## config.mk

```make
export PLATFORM = sky130hd
export DESIGN_NAME = cu_seq
export DESIGN_NICKNAME = d
export VERILOG_FILES = /design/src/rtl/cu_pkg.sv /design/src/rtl/cu_decode_rom.sv /design/src/rtl/cu_seq.sv
export SDC_FILE = /design/constraint.sdc
export NUM_CORES = 1
export LEC_CHECK = 0
export ABC_AREA = 1
export CAP_MARGIN = 20
export CORE_MARGIN = 4
export CORE_UTILIZATION = 43
export CTS_CLUSTER_DIAMETER = 50
export DETAILED_ROUTE_END_ITERATION = 10
export PLACE_DENSITY = 0.75
export SETUP_SLACK_MARGIN = 0.02
export SLEW_MARGIN = 30
export SYNTH_ARGS = -nofsm -noshare
export SYNTH_HDL_FRONTEND = slang
export SYNTH_SLANG_ARGS = --single-unit
```

## constraint.sdc

```tcl
create_clock -name clk -period 1.3 [get_ports clk]
set_input_delay 0.195 -clock clk [delete_from_list [all_inputs] [get_ports clk]]
set_output_delay 0.195 -clock clk [all_outputs]
set_load 0.02 [all_outputs]
```

## src/rtl/cu_pkg.sv

```systemverilog
// Shared opcodes, FSM states, control-word constants and decode payload for cu_seq.
package cu_pkg;

   localparam int unsigned CW_W = 8;

   // Opcode map
   localparam int unsigned OP_LOAD  = 0;
   localparam int unsigned OP_STORE = 1;
   localparam int unsigned OP_BRZ   = 2;
   localparam int unsigned OP_BRN   = 3;
   localparam int unsigned OP_BRC   = 4;
   localparam int unsigned OP_BRO   = 5;
   localparam int unsigned OP_BRA   = 6;
   localparam int unsigned OP_JMP   = 7;
   localparam int unsigned OP_RET   = 8;
   localparam int unsigned OP_ADD   = 9;
   localparam int unsigned OP_SUB   = 10;
   localparam int unsigned OP_AND   = 11;
   localparam int unsigned OP_OR    = 12;
   localparam int unsigned OP_XOR   = 13;
   localparam int unsigned OP_NOT   = 14;
   localparam int unsigned OP_MOV   = 15;
   localparam int unsigned OP_MUL   = 16;
   localparam int unsigned OP_DIV   = 17;
   localparam int unsigned OP_MOD   = 18;
   localparam int unsigned OP_SHL   = 19;
   localparam int unsigned OP_SHR   = 20;
   localparam int unsigned OP_ROL   = 21;
   localparam int unsigned OP_ROR   = 22;
   localparam int unsigned OP_CMP   = 23;
   localparam int unsigned OP_NEG   = 24;
   localparam int unsigned OP_INC   = 25;
   localparam int unsigned OP_DEC   = 26;

   // Control words {next, br/oth, aluOp, lse, ldm, lacc, abs, spo}
   localparam logic [CW_W-1:0] CW_LOAD  = 8'b1101_1000;
   localparam logic [CW_W-1:0] CW_STORE = 8'b1000_0000;
   localparam logic [CW_W-1:0] CW_BRC   = 8'b0100_0000;
   localparam logic [CW_W-1:0] CW_BRU   = 8'b0100_0010;
   localparam logic [CW_W-1:0] CW_ALU   = 8'b1010_0100;
   localparam logic [CW_W-1:0] CW_MOV   = 8'b0000_0000;
   localparam logic [CW_W-1:0] CW_TRAP  = 8'b1111_1111;

   typedef enum logic [2:0] {
      IDLE, DECODE, EXEC, MEM, WAIT_ALU, TRAP
   } state_e;

   typedef enum logic [2:0] {
      CL_MEM, CL_BRCOND, CL_BRUNC, CL_ALU, CL_ALUMC, CL_ILLEGAL
   } op_class_e;

   // Decoder payload: table word, class, branch flag select, store strobe
   typedef struct packed {
      logic [CW_W-1:0] cw;
      op_class_e       cls;
      logic [1:0]      flag_sel;
      logic            we;
   } dec_t;

endpackage

```

## src/rtl/cu_decode_rom.sv

```systemverilog
// Combinational opcode -> {control word, class} lookup.
module cu_decode_rom
   import cu_pkg::*;
#(
   parameter int unsigned OPW = 6
) (
   input  logic [OPW-1:0] i_opcode,
   output dec_t           o_dec
);

   logic [31:0] w_op;

   // Table lookup; anything past OP_DEC falls through as illegal
   always_comb begin
      w_op           = 32'(i_opcode);
      o_dec.cw       = '0;
      o_dec.cls      = CL_ILLEGAL;
      o_dec.flag_sel = 2'd0;
      o_dec.we       = 1'b0;
      case (w_op)
         OP_LOAD: begin
            o_dec.cw  = CW_LOAD;
            o_dec.cls = CL_MEM;
         end
         OP_STORE: begin
            o_dec.cw  = CW_STORE;
            o_dec.cls = CL_MEM;
            o_dec.we  = 1'b1;
         end
         OP_BRZ, OP_BRN, OP_BRC, OP_BRO: begin
            o_dec.cw       = CW_BRC;
            o_dec.cls      = CL_BRCOND;
            o_dec.flag_sel = 2'(w_op - OP_BRZ);
         end
         OP_BRA, OP_JMP, OP_RET: begin
            o_dec.cw  = CW_BRU;
            o_dec.cls = CL_BRUNC;
         end
         OP_MOV: begin
            o_dec.cw  = CW_MOV;
            o_dec.cls = CL_ALU;
         end
         OP_MUL, OP_DIV, OP_MOD: begin
            o_dec.cw  = CW_ALU;
            o_dec.cls = CL_ALUMC;
         end
         default: begin
            if (w_op <= OP_DEC) begin
               o_dec.cw  = CW_ALU;
               o_dec.cls = CL_ALU;
            end
         end
      endcase
   end

endmodule

```

## src/rtl/cu_seq.sv

```systemverilog
// Control-unit sequencer: accepts opcodes, decodes, and drives registered
// control words through EXEC / MEM / WAIT_ALU / TRAP.
// Optional macro CU_MULTICYCLE_ALU_EN: mul/div/mod wait in WAIT_ALU for alu_done.
module cu_seq
   import cu_pkg::*;
#(
   parameter int unsigned OPW = 6,
   parameter int unsigned CSW = 8,
   parameter int unsigned FLW = 4
) (
   input  logic           clk,
   input  logic           rst_n,
   input  logic           instr_valid,
   output logic           instr_ready,
   input  logic [OPW-1:0] opcode,
   input  logic [FLW-1:0] flags,
   input  logic           alu_done,
   input  logic           mem_ack,
   output logic [CSW-1:0] ctrl,
   output logic           mem_req,
   output logic           mem_we,
   output logic           br_taken,
   output logic           illegal
);

   state_e         r_state, w_state_nxt;
   logic [OPW-1:0] r_opcode;
   logic [CSW-1:0] r_ctrl, w_ctrl_nxt;
   logic           r_ready, w_ready_nxt;
   logic           r_mem_req, w_mem_req_nxt;
   logic           r_mem_we, w_mem_we_nxt;
   logic           r_br_taken, w_br_taken_nxt;
   logic           r_illegal, w_illegal_nxt;
   dec_t           w_dec;

`ifndef CU_MULTICYCLE_ALU_EN
   logic w_unused_alu_done;
   assign w_unused_alu_done = alu_done;
`endif

   cu_decode_rom #(.OPW(OPW)) u_rom (
      .i_opcode (r_opcode),
      .o_dec    (w_dec)
   );

   // State and registered outputs; outputs are computed for the next state
   always_ff @(posedge clk or negedge rst_n) begin
      if (!rst_n) begin
         r_state    <= IDLE;
         r_opcode   <= '0;
         r_ctrl     <= '0;
         r_ready    <= 1'b1;
         r_mem_req  <= 1'b0;
         r_mem_we   <= 1'b0;
         r_br_taken <= 1'b0;
         r_illegal  <= 1'b0;
      end else begin
         r_state    <= w_state_nxt;
         if (instr_valid && r_ready) r_opcode <= opcode;
         r_ctrl     <= w_ctrl_nxt;
         r_ready    <= w_ready_nxt;
         r_mem_req  <= w_mem_req_nxt;
         r_mem_we   <= w_mem_we_nxt;
         r_br_taken <= w_br_taken_nxt;
         r_illegal  <= w_illegal_nxt;
      end
   end

   // Next-state and next-output decode
   always_comb begin
      w_state_nxt    = r_state;
      w_ctrl_nxt     = '0;
      w_ready_nxt    = 1'b0;
      w_mem_req_nxt  = 1'b0;
      w_mem_we_nxt   = 1'b0;
      w_br_taken_nxt = 1'b0;
      w_illegal_nxt  = r_illegal;
      case (r_state)
         IDLE: begin
            if (instr_valid) w_state_nxt = DECODE;
            else             w_ready_nxt = 1'b1;
         end
         DECODE: begin
            case (w_dec.cls)
               CL_MEM: begin
                  w_state_nxt   = MEM;
                  w_ctrl_nxt    = CSW'(w_dec.cw);
                  w_mem_req_nxt = 1'b1;
                  w_mem_we_nxt  = w_dec.we;
               end
               CL_BRCOND: begin
                  w_state_nxt = EXEC;
                  if (flags[w_dec.flag_sel]) begin
                     w_ctrl_nxt     = CSW'(w_dec.cw);
                     w_br_taken_nxt = 1'b1;
                  end
               end
               CL_BRUNC: begin
                  w_state_nxt    = EXEC;
                  w_ctrl_nxt     = CSW'(w_dec.cw);
                  w_br_taken_nxt = 1'b1;
               end
               CL_ALU, CL_ALUMC: begin
                  w_state_nxt = EXEC;
                  w_ctrl_nxt  = CSW'(w_dec.cw);
               end
               default: begin
                  w_state_nxt   = TRAP;
                  w_ctrl_nxt    = '1;
                  w_illegal_nxt = 1'b1;
               end
            endcase
         end
         EXEC: begin
`ifdef CU_MULTICYCLE_ALU_EN
            if (w_dec.cls == CL_ALUMC) begin
               w_state_nxt = WAIT_ALU;
               w_ctrl_nxt  = r_ctrl;
            end else begin
               w_state_nxt = IDLE;
               w_ready_nxt = 1'b1;
            end
`else
            w_state_nxt = IDLE;
            w_ready_nxt = 1'b1;
`endif
         end
         MEM: begin
            if (mem_ack) begin
               w_state_nxt = IDLE;
               w_ready_nxt = 1'b1;
            end else begin
               w_ctrl_nxt    = r_ctrl;
               w_mem_req_nxt = 1'b1;
               w_mem_we_nxt  = r_mem_we;
            end
         end
         WAIT_ALU: begin
`ifdef CU_MULTICYCLE_ALU_EN
            if (alu_done) begin
               w_state_nxt = IDLE;
               w_ready_nxt = 1'b1;
            end else begin
               w_ctrl_nxt = r_ctrl;
            end
`else
            w_state_nxt = IDLE;
            w_ready_nxt = 1'b1;
`endif
         end
         TRAP: begin
            w_ctrl_nxt    = '1;
            w_illegal_nxt = 1'b1;
         end
         default: begin
            w_state_nxt = IDLE;
            w_ready_nxt = 1'b1;
         end
      endcase
   end

   assign instr_ready = r_ready;
   assign ctrl        = r_ctrl;
   assign mem_req     = r_mem_req;
   assign mem_we      = r_mem_we;
   assign br_taken    = r_br_taken;
   assign illegal     = r_illegal;

endmodule

```

Word level (Yosys, flattened, before mapping)
Index checks and enable logic that the tools add are counted.
W data, S select, Z words.
Storage, ports and cells
  bits of input ports: 15
  output and inout port bits: 13
  flip-flop bits (word level): 22
  word-level logic and storage cells: 76
Cells by class
  multiplexer cells: 28
  add/sub/neg operators: 1
  bitwise operators: 1
  reductions and logical operators: 14
  equality and inequality tests: 22
  order comparisons: 2
Operators with widths (count)
  $pmux W11 S6: 1
  $eq A6 B3 Y1 const B: 4
  $pmux W8 S3: 1
  $eq A6 B5 Y1 const B: 3
  $mux W8: 2
  $pmux W8 S2: 1
  $eq A6 B2 Y1 const B: 2
  $eq A6 B4 Y1 const B: 2
  $pmux W3 S4: 1
  $reduce_or A4 Y1: 3
  $mux W1: 11
  $mux W11: 1
  $eq A3 B2 Y1 const B: 3
  $pmux W1 S2: 4
  $eq A3 B1 Y1 const B: 2
  $eq A3 B3 Y1 const B: 2
  $eq A6 B1 Y1 const B: 1
  $le A6 B5 Y1 const B: 1
  $logic_not A3 Y1: 2
  $logic_not A6 Y1: 1
  $mux W3: 2
  $ne A2 B2 Y1 const B: 3
  $pmux W3 S2: 1
  $reduce_or A3 Y1: 2
  other kinds (12): 12

Logic depth before layout (Yosys ltp)
  word-level depth: 8
  mapped depth: 11
  mapped depth without buffers: 11

Modules after synthesis
From an unflattened synthesis, not the netlist that was laid out.
Unflattened totals
  cells, all modules: 180
  area total of the unflattened synthesis: 1376.3 um2
By module, submodules not included
  cu_seq: area an instance 1106.1 um2, cells an instance 129, instances 1, sequential area each 551.8 um2
  cu_decode_rom: area an instance 270.3 um2, cells an instance 51, instances 1, sequential area each 0.0 um2

Worst setup path after synthesis
No wires, ideal clock.
  path type: register to register
  start point: register r_opcode[5]
  end point: register r_ctrl[5] (netlist: ctrl[5])
  setup slack: 0.035 ns
  buffers on the path: 0
  arrival: 1.135 ns
  cell stages (with the launch flop): 11
  setup time: 0.130 ns
  data required time: 1.170 ns
  clock period less this slack: 1.265 ns
  cell sequence: dfrtp_1 -> inv_2 -> nand2_2 -> nor2_1 -> nand2_1 -> nand2_1 -> inv_2 -> o2111ai_1 -> nand2_1 -> nand2_1 -> nand3_1
On the way
  longest elaborated chain between the ends: 8
  elaborated cells on any way between the ends: 31
  those cells by class: 1 x order compare; 16 x eq/ne; 8 x mux; 6 x reduce/logical
Ends and longest elaborated chain
  start: declaration: RTL line cu_seq.sv:27  | logic [OPW-1:0] r_opcode;
  start signal: assignment: RTL line cu_seq.sv:59  | if (instr_valid && r_ready) r_opcode <= opcode;
  branches (longest 6 deep; another with $le A6 B5 Y1)
  $pmux W8 S2 (*): RTL line cu_seq.sv:84  | case (w_dec.cls)
  $pmux W8 S3 (*): RTL line cu_seq.sv:78  | case (r_state)
  end signal: assignment: RTL line cu_seq.sv:60  | r_ctrl <= w_ctrl_nxt;
  end: declaration: RTL line cu_seq.sv:28  | logic [CSW-1:0] r_ctrl, w_ctrl_nxt;
Mark *: on every way between the ends. The select of a mux whose other input is x is not followed.
A chain may end at the register's enable or synchronous reset.

Worst setup path after layout
  start point: register r_opcode[2]
  end point: register r_ctrl[5] (netlist: ctrl[5])
Same word-level chain as after synthesis.

==> reports/metrics.cfg <==
[run_status]
status = complete, but fails checks
violations = setup timing

[floorplanning]
die_h_um = 57.8
die_w_um = 57.8
ioPinCount = 28
initial_utilization_pct = 46.8
dieArea_mm2 = 0.00334
coreArea_mm2 = 0.00228
rows = 17

[finish]
final_cells = 208
fillers = 183
fin_nets = 196
area_delta_synth_final_pct = 53.3
layout_commonest_cell = nand2_1
design_area_mm2 = 0.00163
n_antenna_cell = 0
mostFrequentLayoutCells = nand2_1, buf_4, dfrtp_1
fin_util_pct = 71.7
drive_above_1_share_pct = 38.9

[placed_design]
place_ws_ns = -0.0545
port_buffers = 26
dp_cells = 197
place_congestion = 0.815
place_area_mm2 = 0.00145
dpl.hpwl_um = 1830

[sta]
period_share_pct = 108
tightest_slew_ns = 0.340
finalSetupViolations = 10
slew_violations = 0
maxSlewHeadroom_pct = 77.3
setup_slack_ns = -0.103
rsz0062_at_grt = true
clock.fmax_mhz = 713
fin_skew_ns = 0.00758
min_period_ns = 1.40
finalHoldViolCount = 0

[power_and_ir_drop]
p_int_mw = 2.03
powerDensity_mw_per_mm2 = 2280
clockPowerShare_pct = 9.7
vdd.ir_drop.worst_uv = 1490
seq_power_share_pct = 30.2
power.total_mw = 3.72
p_leak_nw = 0.805
power_switching_mw = 1.68
netSwitchingFraction_pct = 45.3
p_comb_share_pct = 60.1

[clocking]
cts-root-buf = clkbuf_4
clk_path_buf_depth = 2
cts_buffers = 3
clock_latency_ns = 0.31
htreeDepth = 1
path_clk_slew_ns = 0.11
cts_tree = done
clock-sinks = 20

[detailed_routing]
routedWlPerCell_um = 13.3
vias_per_cell = 5.14
drtIter0Drc = 12
drc = 0
route.vias.total = 1069
detail-route-antenna-nets = 0
firstDrtPassIters = 4
wl_um = 2760

[synth]
seq_area_frac_synth_pct = 47.1
synth_area_per_cell_um2 = 8.07
synth.net_count = 147
ys_warn_count = 0
synth_area_mm2 = 0.00106
netlist_instances = 132
synth_cell_type_count = 27
synth_seq_cells = 20

[worst_setup_path]
criticalPathCategory = reg -> reg
start_kind = flip-flop
arrival_ns = 1.60
worstPathMaxFanout = 5
cp.required_ns = 1.50
worstSetupEndpointType = flip-flop

[hold_path]
hold_path.class = in -> async

[global_route]
overflow = 0
gr-usage-all-layers_pct = 16.6
grt_pass1_wl_um = 4330
grt_pass1_vias = 1041
grt_max_degree = 21
antenna_found_initial = 0

[run]
max_cap_viol_count = 0

path summary, 6_finish.rpt:
path / slack [ns] / to / from / depth (start not counted)
max: -0.10 / ctrl[5]$_DFFE_PN0N_ / r_opcode[2]$_DFFE_PN0P_ / 9
min: 0.20 / r_state[0]$_DFFE_PN0P_ / rst_n / 2
max reg2reg: -0.10 / ctrl[5]$_DFFE_PN0N_ / r_opcode[2]$_DFFE_PN0P_ / 9
min reg2reg: 0.46 / illegal$_DFFE_PN0P_ / illegal$_DFFE_PN0P_ / 1
max in group asynchronous: 0.84 / instr_ready$_DFF_PN1_ / rst_n / 2
min in group clk: 0.44 / r_opcode[5]$_DFFE_PN0P_ / opcode[5] / 3
power by group through the flow:
stage | clock (mW) | sequential, mW | combinational [mW]
after floorplan | 0 | 1.22 | 1.06
final | 0.359 | 1.12 | 2.23
after global routing | 0.389 | 1.15 | 2.44
after CTS | 0.373 | 1.11 | 2.08
after detailed placement | 0 | 1.10 | 1.90
after global placement | 0 | 1.09 | 1.86
area by class of cell:
cell class | instances | area [um^2] | area share, %
repair buffers | 47 | 405 | 24.8
flip-flops and latches | 20 | 504 | 30.9
multi-input cells | 89 | 561 | 34.3
inverters | 20 | 91.3 | 5.59
clock buffers | 4 | 36.3 | 2.22
well taps | 28 | 35.0 | 2.15
state kept, by name, indices dropped and copies added (netlist names):
signal       flops
br_taken         1
ctrl             6
illegal          1
instr_ready      1
mem_req          1
mem_we           1
r_opcode         6
r_state          3
cells by family (layout without fill, tap and decap cells):
kind of cell / after synthesis / count (layout) / share of synthesized area, %
DFF: 20 / 20 / 47.1
and+or+nand+nor: 63 / 63 / 26.7
AOI/OAI and AO/OA: 26 / 26 / 16.1
buffers and inverters: 23 / 71 / 10.1
synth_stat cells:
| master | number | share of area [%] |
|---|---|---|
| nor2_2 | 5 | 2.9 |
| nand4_1 | 2 | 1.2 |
| o21ai_2 | 1 | 0.82 |
| inv_1 | 12 | 4.2 |
| o21ai_1 | 4 | 1.9 |
| a21oi_1 | 11 | 5.2 |
| o41ai_2 | 1 | 1.5 |
| o21ai_4 | 1 | 1.5 |
| nand2_1 | 27 | 9.5 |
| o211ai_1 | 1 | 0.71 |
| or2_1 | 2 | 1.2 |
| buf_4 | 2 | 1.4 |
| o2111ai_1 | 1 | 0.82 |
| nand3_2 | 1 | 0.94 |
| dfstp_2 | 1 | 2.5 |
| nor2_1 | 14 | 4.9 |
| o21ai_0 | 2 | 0.94 |
| nand2_2 | 3 | 1.8 |
| a21o_1 | 1 | 0.71 |
| inv_2 | 7 | 2.5 |
| clkbuf_1 | 1 | 0.35 |
| bufinv_8 | 1 | 1.6 |
| o21bai_1 | 1 | 0.71 |
| o31ai_1 | 1 | 0.71 |
| dfrtp_1 | 19 | 45 |
| nand3_1 | 9 | 4.2 |
| a31oi_1 | 1 | 0.59 |
critical path: stages, from the launching register on:
cell,delay (ns)
dfrtp_2,0.48
nor2_2,0.12
buf_4,0.15
nand3_1,0.13
nand2_2,0.10
inv_2,0.04
o2111ai_2,0.06
nand2_1,0.08
nand2_1,0.06
nand3_1,0.06
metal layers:
metal | vias to the layer above | GRT usage (%) | share of wire [%]
met5 | - | 0 | 0
met4 | 0 | 4.30 | 1.6
met3 | 7 | 5.79 | 7.7
met2 | 42 | 31.6 | 54
met1 | 497 | 17.0 | 37
li1 | 523 | - | -
repair_timing:
item	in CTS	in global routing
hold buffers	0	0
pin swaps	11	4
gates resized for setup	35	14
endpoints found under the setup margin	22	15
buffers inserted	5	2
per-stage QoR:
| step | hold slack [ns] | setup TNS (ns) |
|---|---|---|
| after floorplan | -0.101 | 0 |
| after global routing | 0.226 | -1.74 |
| after detailed placement | 0.454 | -0.285 |
| final | 0.204 | -0.604 |
| after CTS | 0.205 | -0.356 |
| after global placement | 0.447 | -0.136 |
Power figures use the tool's default switching activity.
